[config.mk]
export PLATFORM = sky130hd
export DESIGN_NAME = reg_count_ctrl
export DESIGN_NICKNAME = d
export VERILOG_FILES = /design/src/rtl/reg_count_ctrl_pkg.sv /design/src/rtl/reg_step_counter.sv /design/src/rtl/reg_count_ctrl.sv
export SDC_FILE = /design/constraint.sdc
export NUM_CORES = 1
export LEC_CHECK = 0
export CAP_MARGIN = 20
export CORE_MARGIN = 4
export CORE_UTILIZATION = 53
export CTS_CLUSTER_SIZE = 20
export DETAILED_ROUTE_END_ITERATION = 6
export DONT_BUFFER_PORTS = 1
export GPL_TIMING_DRIVEN = 0
export PLACE_DENSITY = 0.81
export SLEW_MARGIN = 20
export SYNTH_ARGS = -nofsm -noshare
export SYNTH_HDL_FRONTEND = slang
export SYNTH_SLANG_ARGS = --single-unit
export TNS_END_PERCENT = 50
[constraint.sdc]
create_clock -name clk -period 1.59 [get_ports clk]
set_input_delay 0.2385 -clock clk [delete_from_list [all_inputs] [get_ports clk]]
set_output_delay 0.2385 -clock clk [all_outputs]
set_load 0.01 [all_outputs]
[src/rtl/reg_count_ctrl_pkg.sv]
// Shared encodings for the two-register accumulate sequencer.
package reg_count_ctrl_pkg;

  typedef enum logic [2:0] {
    S_IDLE   = 3'd0,
    S_LOAD_A = 3'd1,
    S_LOAD_B = 3'd2,
    S_RUN    = 3'd3,
    S_DONE   = 3'd4
  } state_t;

  // A-input mux select
  localparam logic SEL_DIN = 1'b0;
  localparam logic SEL_SUM = 1'b1;

  // sequence mode
  localparam logic MODE_LOAD = 1'b0;
  localparam logic MODE_ACC  = 1'b1;

endpackage

[src/rtl/reg_step_counter.sv]
// Loadable down-counter holding the remaining accumulate steps.
// Priority is clr > load > dec, and it saturates at zero.
module reg_step_counter #(
  parameter int CNT_W = 4
) (
  input  logic             clk,
  input  logic             rst_n,
  input  logic             clr,
  input  logic             load,
  input  logic             dec,
  input  logic [CNT_W-1:0] d,
  output logic [CNT_W-1:0] q,
  output logic             is_one
);

  // Counter register: clear, load, or decrement toward zero.
  always_ff @(posedge clk or negedge rst_n) begin
    if (!rst_n)                q <= '0;
    else if (clr)              q <= '0;
    else if (load)             q <= d;
    else if (dec && q != '0)   q <= q - 1'b1;
  end

  assign is_one = (q == CNT_W'(1));

endmodule

[src/rtl/reg_count_ctrl.sv]
// Sequencer for an external A/B register pair with adder: loads A,
// optionally loads B, then applies A <= A+B a latched number of times.
module reg_count_ctrl
  import reg_count_ctrl_pkg::*;
#(
  parameter int CNT_W = 4
) (
  input  logic             clk,
  input  logic             rst_n,
  input  logic             start,
  input  logic             abort,
  input  logic             mode,
  input  logic [CNT_W-1:0] step_cnt,
  output logic             load_a,
  output logic             load_b,
  output logic             a_sel,
  output logic             busy,
  output logic             done,
  output logic [CNT_W-1:0] step_left
);

  state_t           state;
  logic             mode_q;
  logic [CNT_W-1:0] cnt_q;
  logic [CNT_W-1:0] rem;
  logic             rem_one;
  logic             cnt_clr, cnt_load, cnt_dec;

  // Abort wipes the remaining count; the count is loaded on the way into
  // LOAD_B so LOAD_B can already decide between RUN and DONE.
  assign cnt_clr  = abort && (state != S_IDLE);
  assign cnt_load = (state == S_LOAD_A) && (mode_q == MODE_ACC);
  assign cnt_dec  = (state == S_RUN);

  reg_step_counter #(.CNT_W(CNT_W)) u_cnt (
    .clk    (clk),
    .rst_n  (rst_n),
    .clr    (cnt_clr),
    .load   (cnt_load),
    .dec    (cnt_dec),
    .d      (cnt_q),
    .q      (rem),
    .is_one (rem_one)
  );

  // Sequencer state and the operands latched at start acceptance.
  always_ff @(posedge clk or negedge rst_n) begin
    if (!rst_n) begin
      state  <= S_IDLE;
      mode_q <= MODE_LOAD;
      cnt_q  <= '0;
    end else if (abort && state != S_IDLE) begin
      state <= S_IDLE;
    end else begin
      case (state)
        S_IDLE: if (start && !abort) begin
          mode_q <= mode;
          cnt_q  <= step_cnt;
          state  <= S_LOAD_A;
        end
        S_LOAD_A: state <= (mode_q == MODE_ACC) ? S_LOAD_B : S_DONE;
        S_LOAD_B: state <= (rem == '0) ? S_DONE : S_RUN;
        // rem==0 in RUN cannot happen; treated as finished for safety
        S_RUN:    if (rem_one || rem == '0) state <= S_DONE;
        S_DONE:   state <= S_IDLE;
        default:  state <= S_IDLE;
      endcase
    end
  end

  // Moore output decode from the registered state and counter.
  always_comb begin
    load_a    = (state == S_LOAD_A) || (state == S_RUN);
    load_b    = (state == S_LOAD_B);
    a_sel     = (state == S_RUN) ? SEL_SUM : SEL_DIN;
    busy      = (state != S_IDLE);
    done      = (state == S_DONE);
    step_left = (state == S_RUN) ? rem : '0;
  end

endmodule

# Word level (Yosys, flattened, before mapping)
# Index checks and enable logic that the tools add are counted.
dict set report totals {
  ff_bits 12
  input_bits 9
  output_inout_bits 9
}
dict set report classes {
  n_addsub 1
  n_eq_ne 7
  muxes 11
  n_bitwise 1
  n_reduce_logical 14
}
# op n
set ops {}
lappend ops {{2-to-1 mux 4 bit} 4}
lappend ops {{2-to-1 mux 3 bit} 5}
lappend ops {{one-hot mux 3 bit (4 select lines)} 1}
lappend ops {{equality test 3 x 2 -> 1 bit, second input constant} 2}
lappend ops {{!= test 3 bit, second input constant} 2}
lappend ops {{nonzero test 3 bit} 2}
lappend ops {{equality test 4 x 1 -> 1 bit, second input constant} 1}
lappend ops {{logical AND 1 bit} 4}
lappend ops {{zero test 4 bit} 1}
lappend ops {{nonzero test 4 bit} 1}
lappend ops {{subtractor 4 x 1 -> 4 bit, second input constant} 1}
lappend ops {{equality test 3 x 1 -> 1 bit, second input constant} 1}
lappend ops {{equality test 3 bit, second input constant} 1}
lappend ops {{zero test 3 bit} 1}
lappend ops {{AND reduction 3 bit} 1}
lappend ops {{logical OR 1 bit} 2}
lappend ops {{AND reduction 2 bit} 1}
lappend ops {{zero test 1 bit} 1}
lappend ops {{2-to-1 mux 1 bit} 1}
lappend ops {{NOT 1 bit} 1}

# Longest topological paths before layout
# Gate-level depths: netlist (run 1).
dict set report logic_depth {
  word_depth 5
  ltp_mapped 6
  depth_no_buf 5
}

# Hierarchy
# From an unflattened synthesis (run 1), not the netlist that was laid out.
dict set report hier_totals {
  hier_cells 73
  area_unflattened_um2 755.7
}
# module n_inst cells_per_inst area_per_inst_um2 seq_area_each_um2
set modules_own_cells {}
lappend modules_own_cells {reg_count_ctrl 1 42 444.2 200.2}
lappend modules_own_cells {reg_step_counter 1 31 311.5 100.1}

# Least setup slack after synthesis (run 1)
# OpenSTA, ideal clock, no wires.
dict set report synth_timing {
  path_type {flip-flop to flip-flop}
  from {register u_cnt.q[0]}
  to {register u_cnt.q[1]}
  setup_ns 0.092
  arrival_ns 1.470
  setup_slack_ns 0.028
  stages_incl_launch_ff 7
  path_buffers 1
  synth_period_minus_slack_ns 1.562
  path_cell_list {dfrtp_1 > inv_1 > ha_1 > or3b_1 > buf_6 > and3_4 > o31ai_2}
}
dict set report synth_between {
  elab_chain_len 4
  elab_cells_between_ends 7
}
# item line_no
set synth_rtl {}
lappend synth_rtl {{start, declared} reg_step_counter.sv:12} ;# output logic [CNT_W-1:0] q,
lappend synth_rtl {{start signal, assigned} reg_step_counter.sv:21} ;# else if (dec && q != '0) q <= q - 1'b1;
lappend synth_rtl {{subtractor 4 x 1 -> 4 bit} reg_step_counter.sv:21}
lappend synth_rtl {{2-to-1 mux 4 bit} reg_step_counter.sv:21}
lappend synth_rtl {{2-to-1 mux 4 bit} reg_step_counter.sv:20} ;# else if (load) q <= d;
lappend synth_rtl {{2-to-1 mux 4 bit} reg_step_counter.sv:19} ;# else if (clr) q <= '0;
# Parallel ways exist; a longest one is shown, timed or not. The select of a mux whose other input is x is not followed.
# A chain may end at the register's enable or synchronous reset.

# Worst setup path after layout (run 1)
dict set report layout_timing {
  from {register state[1]}
  to {output port step_left[2]}
}
dict set report layout_between {
  elab_chain_len 2
}
# item line_no
set layout_rtl {}
lappend layout_rtl {{start, declared} reg_count_ctrl.sv:22} ;# state_t state;
lappend layout_rtl {{start signal, assigned} reg_count_ctrl.sv:61} ;# S_LOAD_A: state <= (mode_q == MODE_ACC) ? S_LOAD_B : S_DONE;
lappend layout_rtl {{start signal, assigned} reg_count_ctrl.sv:62} ;# S_LOAD_B: state <= (rem == '0) ? S_DONE : S_RUN;
lappend layout_rtl {{equality test 3 x 2 -> 1 bit} reg_count_ctrl.sv:78} ;# step_left = (state == S_RUN) ? rem : '0;
lappend layout_rtl {{2-to-1 mux 4 bit} reg_count_ctrl.sv:78}
lappend layout_rtl {{end, declared} reg_count_ctrl.sv:19} ;# output logic [CNT_W-1:0] step_left
# Every way passes these cells.

==> metrics.md, run 1 <==
| Metric | Value |
|---|---|
| Final setup viols | 0 |
| Htree depth | 1 |
| Critical Path Slowest Stage Cell | dfrtp_2 |
| Mean Syn Cell Area | approximately 10 sq um |
| CP Launch Type | flop |
| Top Ports | 18 |
| Placed Area | around 750 sq um |
| Cells after Synth | 72 |
| Sequential area share after synthesis | 0.413 |
| Post-DP HPWL | about 1000 um |
| DRT Pass-1 Iters | 4 |
| First-pass GRT wire length | approximately 2500 um |
| GRT overflow | 0 |
| Core Region | ~1300 sq um |
| PD cells | roughly 1800 nW/um^2 |
| Via/cell ratio | about 6.1 |
| Initial Utilization | 0.559 |
| GRT Total Usage | 0.169 |
| Worst-Margin Slew | roughly 0.53 ns |
| Longest Clk Path Bufs | 2 |
| Slowest cell delay on critical path | between 0.4 and 0.5 ns |
| Reg2Reg Depth | 4 |
| Fin. max-slew vios | 0 |
| Critical path's top delay family | flip-flops |
| Min-Delay Path Class | input pin to flop |
| CTS Sinks | 12 |
| Post-synth net total | 83 |
| Placement Rows | 13 |
| Commonest non-fill, non-tap cell in the layout | buf_4 |
| Async SR Flop Fraction | 1.00 |
| CP max FO | 10 |
| Port-buffer cells | 0 |
| Layout cells sized above 1 | 0.466 |
| # DRC | 0 |
| Cts bufs inserted | 3 |
| Root buf cell | clkbuf_4 |
| Final Hold Viols | 0 |
| Yosys reg bits | 12 |
| Most frequent cells in the layout | buf_4 (13), dfrtp_1 (10), mux2_2 (5) |
| Largest net degree at the start of global routing | 13 |
| CTS clk-pin slew, worst paths | around 0.080 ns |
| Fin area | 940 sq um |
| Fmax | about 630 MHz |
| Nets@finish | 100 |
| CTS tree | yes |
| Worst path bufs/invs | 1 |
| Clk_lat worst skew | around 0.27 ns |
| Die H | around 45 um |
| Die Area | between 2000 and 2500 sq um |
| Relative slew slack | 0.640 |
| Ant. Diodes | 0 |
| Post-route ant nets | 0 |
| Iter 0 DRT Violations | 27 |
| Critical path required time | ~1.4 ns |
| Post-synth EDFFs | 0 |
| Leakage | about 0.4 nW |
| Die W | about 45 um |
| Final worst-path cycle share | 0.991 |
| YS warnings | 0 |
| Main synth FF type | dfrtp_1 |
| Initial antenna violation count | 0 |
| Min cycle time layout | 1.58 ns |
| Hold depth | 1 |
| # Max-Cap Violations | 0 |
| Setup_tns | 0 ns |
| Worst VDD drop | around 950 uV |
| CP Data Arrival Time | approximately 1.3 ns |
| WP depth | 3 |
| Post-synthesis cell area | 727 sq um |
| Number of global-route vias before repair | ~600 |
| Layout Skew | 0.00506 ns |
| Worst setup path class | flop to primary output |
| Synth cell types | 34 |
| Status | finished, final reports clean |
| CP endpoint kind | primary output |
| RSZ-0062 raised after global routing | true |
| Post-Route WL | between 1500 and 2000 um |
| Routed len/inst | approximately 18 um |
| Via Count | 633 |
| Flop-to-flop setup slack | roughly 0.020 ns |
| Area Overhead vs Synth | 29.3% |
| Gpl congestion | 0.785 |
| Critical-path cell list | and3b_2, buf_6, and2_2 |
## logic make-up after synthesis
family,count (synthesis),synth area share
AND/OR/NAND/NOR,29,0.253
AO/OA/AOI/OAI,15,0.158
flip-flops,12,0.413
buffers and inverters,9,0.0637
multiplexers,5,0.0774
adder cells (fa/ha/maj),2,0.0344
## area by class of cell
type                       count  area, sq um
buffer                         3         27.5
clock buffer                   4         36.3
fill                          93          362
inverter                       4         15.0
multi-input combinational     51          432
sequential                    12          303
tap                           15         18.8
timing repair buffer          14          108
## per-stage QoR
stage	cells	worst slack, ns	power, W	hold slack (ns)	util
floorplan	72	0.0281	0.00102	-0.0571	-
global placement	87	-0.0554	0.00111	-0.0568	0.573
detailed placement	87	-0.0652	0.00113	-0.0568	0.573
CTS	97	0.00217	0.00150	0.0174	0.653
global route	103	-0.0180	0.00182	0.00448	0.722
finish	103	0.0137	0.00170	0.0183	0.722
## timing repair
action	in CTS	in global routing
resized for setup	8	7
hold endpoints to repair	12	0
pin swaps	2	4
hold buffers	1	0
setup endpoints to repair	10	11
setup buffers	7	6
## synth_stat cells (2+ instances only)
master	count	area, sq um
or3_1	2	12.5
o21ai_0	3	15.0
buf_2	3	15.0
and2_1	4	25.0
a21oi_1	2	10.0
inv_1	4	15.0
mux2_2	5	56.3
a311oi_1	3	26.3
nor3_1	3	15.0
nand2_1	2	7.51
dfrtp_1	12	300
nor2_1	4	15.0
nand3_1	3	15.0
ha_1	2	25.0
## worst paths after layout
kind,start,end
setup reg to reg,state[1],u_cnt.q[1]
setup / recovery,state[1],step_left[2]
min in group asynchronous,rst_n,u_cnt.q[3]
hold / removal,abort,state[0]
hold reg to reg,cnt_q[0],cnt_q[0]
max in group asynchronous,rst_n,state[1]
## layer usage
| metal | wire (um) | global-route usage | part of all wire | vias up |
|---|---|---|---|---|
| met2 | 959 | 0.260 | 0.51 | 20 |
| li1 | - | - | - | 299 |
| met3 | 68 | 0.0398 | 0.036 | 8 |
| met4 | 68 | 0.105 | 0.036 | 0 |
| met1 | 785 | 0.211 | 0.42 | 306 |
| met5 | 0 | 0 | 0 | - |
## state kept, by name, summed over array words and instances (netlist names)
name,cells
cnt_q,4
mode_q,1
state,3
u_cnt.q,4
## report_power, final
part	switching, W	internal [W]	total (W)
combinational	0.000453	0.000464	0.000917
sequential	0.000109	0.000435	0.000544
clock	0.000103	0.000139	0.000242
Note: power is estimated with default switching activity, not from simulation.
==> run 2: changes to the inputs <==
--- a/config.mk
+++ b/config.mk
@@ -12,7 +12,7 @@
 export DETAILED_ROUTE_END_ITERATION = 6
 export DONT_BUFFER_PORTS = 1
 export GPL_TIMING_DRIVEN = 0
-export PLACE_DENSITY = 0.81
+export PLACE_DENSITY = 0.71
 export SLEW_MARGIN = 20
 export SYNTH_ARGS = -nofsm -noshare
 export SYNTH_HDL_FRONTEND = slang
==> metrics.md, run 2 (synthesis gave the netlist of run 1 again) <==
| Metric | Value |
|---|---|
| Worst path bufs/invs | 1 |
| Layout cells sized above 1 | 0.407 |
| Largest net degree at the start of global routing | 13 |
| PD cells | between 1500 and 2000 nW/um^2 |
| Clk_lat worst skew | around 0.27 ns |
| CP endpoint kind | primary output |
| Longest Clk Path Bufs | 2 |
| Final Hold Viols | 0 |
| Slowest cell delay on critical path | between 0.4 and 0.5 ns |
| Min-Delay Path Class | input pin to flop |
| Final setup viols | 0 |
| Hold path start | abort |
| First-pass GRT wire length | 2500 um |
| Initial antenna violation count | 0 |
| Initial Utilization | 0.559 |
| Reg2Reg Launch Point | u_cnt.q[1] |
| Root buf cell | clkbuf_4 |
| CP Launch Type | flop |
| CTS clk-pin slew, worst paths | about 0.070 ns |
| Util after Layout | 0.665 |
| Placed Area | around 750 sq um |
| Most frequent cells in the layout | dfrtp_1 (10), buf_4 (8), mux2_2 (5) |
| Placement Rows | 13 |
| Critical path's top delay family | simple AND/OR/NAND/NOR gates |
| Port-buffer cells | 0 |
| Status | finished, final reports clean |
| Commonest non-fill, non-tap cell in the layout | dfrtp_1 |
| Via/cell ratio | around 6.1 |
| RSZ-0062 raised after global routing | true |
| Leakage | between 0.3 and 0.4 nW |
| Gpl congestion | roughly 0.72 |
| Worst-Margin Slew | roughly 0.55 ns |
| Setup_tns | 0 ns |
| CTS tree | yes |
| Post-Route WL | about 1600 um |
| Top Ports | 18 |
| Critical-path cell list | and3b_2, buf_6, and2_2 |
| Core Region | roughly 1300 sq um |
| Ant. Diodes | 0 |
| Fin area | around 870 sq um |
| Area Overhead vs Synth | 19.1% |
| Relative slew slack | 0.631 |
| GRT Total Usage | 0.169 |
| Critical path required time | between 1 and 1.5 ns |
| DRT Pass-1 Iters | 4 |
| Post-route ant nets | 0 |
| Iter 0 DRT Violations | 10 |
| Layout Skew | between 0.002 and 0.003 ns |
| GRT overflow | 0 |
| Crit. Startpoint | state[0] |
| Via Count | 582 |
| Top Registers | cnt_q: 4 flops, u_cnt.q: 4 flops, state: 3 flops |
| Post-DP HPWL | 1010 um |
| Die W | about 45 um |
| Number of global-route vias before repair | approximately 550 |
| Fin. max-slew vios | 0 |
| Total chip power | 0.00147 W |
| Nets@finish | between 90 and 100 |
| CP max FO | 10 |
| Critical Path Slowest Stage Cell | dfrtp_2 |
| Worst VDD drop | roughly 910 uV |
| Routed len/inst | approximately 17 um |
| CP Data Arrival Time | roughly 1.3 ns |
| Die H | 45.0 um |
| Htree depth | 1 |
| Min cycle time layout | approximately 1.6 ns |
| Final worst-path cycle share | 0.990 |
| CTS Sinks | 12 |
| Die Area | 2030 sq um |
| Fmax | ~640 MHz |
| # Max-Cap Violations | 0 |
| Cts bufs inserted | 3 |
| Worst setup path class | flop to primary output |
| # DRC | 0 |
run 2: cell count changes in the layout (fill, tap and decap cells not counted):
cell and delta:
o311ai_2 -1, a21oi_1 +1, a21oi_2 -1, buf_4 -5, clkbuf_8 -1, o31ai_2 -1, and2_1 -1, or3b_4 +1
and2_4 +1, o311ai_1 +1, o31ai_1 +1, or3b_1 -1, buf_6 -1
run 2: path summary, 6_finish.rpt:
kind	cells after the start	slack [ns]	endpoint
setup / recovery	3	0.02	step_left[2]
hold / removal	1	0.03	state[0]
setup reg to reg	5	0.02	state[1]
hold reg to reg	1	0.50	cnt_q[3]
max in group asynchronous	1	0.80	state[0]
min in group asynchronous	1	0.39	u_cnt.q[1]
run 2: per-layer routing:
| metal | vias to the layer above | global-route usage | wire, um |
|---|---|---|---|
| met5 | - | 0 | 0 |
| met4 | 0 | 0.0702 | 31 |
| met3 | 4 | 0.0438 | 57 |
| met2 | 13 | 0.251 | 722 |
| met1 | 276 | 0.234 | 790 |
| li1 | 289 | - | - |
run 2: cell type report:
type / count / area, sq um
Buffer: 2 / 16.3
Sequential cell: 12 / 303
Timing Repair Buffer: 9 / 70.1
Fill cell: 109 / 435
Tap cell: 15 / 18.8
Clock buffer: 3 / 22.5
Multi-Input combinational cell: 51 / 420
Inverter: 4 / 15.0
run 2: through the flow:
stage / hold slack (ns) / worst slack, ns / std cells
2_1_floorplan: -0.0571 / 0.0281 / 72
3_3_place_gp: -0.0568 / -0.0705 / 87
3_5_place_dp: -0.0569 / -0.0621 / 87
4_1_cts: 0.0192 / 0.0153 / 93
5_1_grt: 0.0178 / -0.0341 / 96
6_report: 0.0275 / 0.0164 / 96
run 2: power breakdown:
group	switching, W	leakage [nW]	internal, W
Clock	0.0000954	0.0138	0.0000875
Combinational	0.000365	0.213	0.000369
Sequential	0.000122	0.148	0.000435
run 2: timing repair:
item	in CTS	in global routing
pin swaps	2	1
setup endpoints to repair	10	10
resized for setup	9	5
buffers inserted	4	4
hold buffers	1	0
hold endpoints to repair	12	0
==> run 3: changes to the inputs <==
==> constraint.sdc (replaced) <==
create_clock -name clk -period 1.59 [get_ports clk]
set_input_delay 0.3975 -clock clk [delete_from_list [all_inputs] [get_ports clk]]
set_output_delay 0.3975 -clock clk [all_outputs]
set_load 0.01 [all_outputs]
==> metrics.md, run 3 (synthesis gave the netlist of run 1 again) <==
| Metric | Value |
|---|---|
| Area Overhead vs Synth | 23.4% |
| CP Launch Type | flop |
| Die W | approximately 45 um |
| # Max-Cap Violations | 0 |
| Routed len/inst | about 17 um |
| Busiest layer in global routing | met1 |
| Most frequent cells in the layout | dfrtp_1 (10), buf_4 (9), mux2_2 (5) |
| Util after Layout | 0.689 |
| Total chip power | approximately 0.0015 W |
| CTS Sinks | 12 |
| Status | finished, violations left |
| Number of global-route vias before repair | 590 |
| Commonest non-fill, non-tap cell in the layout | dfrtp_1 |
| Ant. Diodes | 0 |
| CP Data Arrival Time | approximately 1.3 ns |
| Final worst-path cycle share | 1.05 |
| Leakage | between 0.3 and 0.4 nW |
| Critical path required time | 1.19 ns |
| Die H | roughly 45 um |
| Iter 0 DRT Violations | 18 |
| Min cycle time layout | roughly 1.7 ns |
| Met3 Usage GRT | 0.0398 |
| Post-Route WL | around 1700 um |
| DRT Pass-1 Iters | 4 |
| Placed Area | 746 sq um |
| Worst VDD drop | about 940 uV |
| Longest Clk Path Bufs | 2 |
| Port-buffer cells | 0 |
| Gpl congestion | a little over 0.7 |
| CP max FO | 5 |
| Layout Skew | 0.00150 ns |
| Layout cells sized above 1 | 0.470 |
| Final setup viols | 5 |
| # DRC | 0 |
| Clk_lat worst skew | approximately 0.27 ns |
| Pre-CTS worst setup slack | -0.0621 ns |
| Core Region | 1300 sq um |
| Die Area | a little over 2000 sq um |
| Failing checks | negative setup slack |
| Global Route met1 Usage | 0.262 |
| CP endpoint kind | primary output |
| Slack of the critical path | -0.0720 ns |
| Final Hold Viols | 0 |
| Relative slew slack | 0.634 |
| Largest net degree at the start of global routing | 13 |
| Placement Rows | 13 |
| Fmax | approximately 600 MHz |
| Post-DP HPWL | 1010 um |
| Nets@finish | 96 |
| RSZ-0062 raised after global routing | true |
| Via Count | approximately 620 |
| CTS tree | yes |
| Worst setup path class | flop to primary output |
| Top Ports | 18 |
| GRT overflow | 0 |
| Initial Utilization | 0.559 |
| Fill cell count | around 100 |
| Fin area | 897 sq um |
| Top Registers | cnt_q: 4 flops, u_cnt.q: 4 flops, state: 3 flops |
| PD cells | between 1500 and 2000 nW/um^2 |
| Worst-Margin Slew | roughly 0.55 ns |
| Post-route ant nets | 0 |
| Met2 global-route usage | 0.246 |
| Fin. max-slew vios | 0 |
| First-pass GRT wire length | between 2000 and 3000 um |
| GRT Total Usage | 0.177 |
| Via/cell ratio | between 6 and 7 |
| Cts bufs inserted | 3 |
| Min-Delay Path Class | input pin to flop |
| Root buf cell | clkbuf_4 |
| Htree depth | 1 |
| CTS clk-pin slew, worst paths | 0.07 ns |
| Initial antenna violation count | 0 |
## run 3: worst paths after layout
path                            slack, ns      endpoint       start  cells past startpoint
worst min register to register       0.50      cnt_q[3]    cnt_q[3]                      1
worst min-delay path                 0.18      state[0]       abort                      1
worst max-delay path                -0.07  step_left[1]    state[1]                      3
worst max register to register       0.01    u_cnt.q[1]  u_cnt.q[1]                      5
max in group asynchronous            0.65      state[0]       rst_n                      1
min in group asynchronous            0.55    u_cnt.q[2]       rst_n                      1
## run 3: repair_timing
| action | CTS | global route |
|---|---|---|
| setup buffers | 7 | 2 |
| gates cloned | 1 | 0 |
| gates resized for setup | 10 | 9 |
| hold buffers | 1 | 0 |
| pin swaps | 3 | 6 |
| endpoints found under the setup margin | 13 | 12 |
| endpoints found under the hold margin | 12 | 0 |
## run 3: per-layer routing
metal  wire, um  vias up
met3         70        4
met1        819      309
met4         19        0
met2        777       16
met5          0        -
li1           -      294
## run 3: cell type report
type | count | area [sq um] | share of cell area
Inverter | 4 | 15.0 | 0.0167
Buffer | 2 | 16.3 | 0.0181
Multi-Input combinational cell | 51 | 439 | 0.490
Clock buffer | 3 | 22.5 | 0.0251
Timing Repair Buffer | 11 | 82.6 | 0.0921
Sequential cell | 12 | 303 | 0.338
Tap cell | 15 | 18.8 | 0.0209
## run 3: worst max-delay path, stage by stage, from the launching register on
cell and delay [ns]:
dfrtp_2 0.44, and3b_2 0.26, buf_6 0.14, and2_4 0.16
## run 3: through the flow
step / TNS, ns / hold slack, ns / cells
2_1_floorplan: 0 / 0.102 / 72
5_1_grt: -0.476 / 0.177 / 98
3_5_place_dp: -0.388 / 0.102 / 87
6_report: -0.314 / 0.179 / 98
3_3_place_gp: -0.280 / 0.102 / 87
4_1_cts: -0.429 / 0.178 / 97
## run 3: power by group
group	internal, W	switching (W)	total [W]
clock	0.0000877	0.0000989	0.000187
combinational	0.000385	0.000398	0.000783
sequential	0.000435	0.000116	0.000552
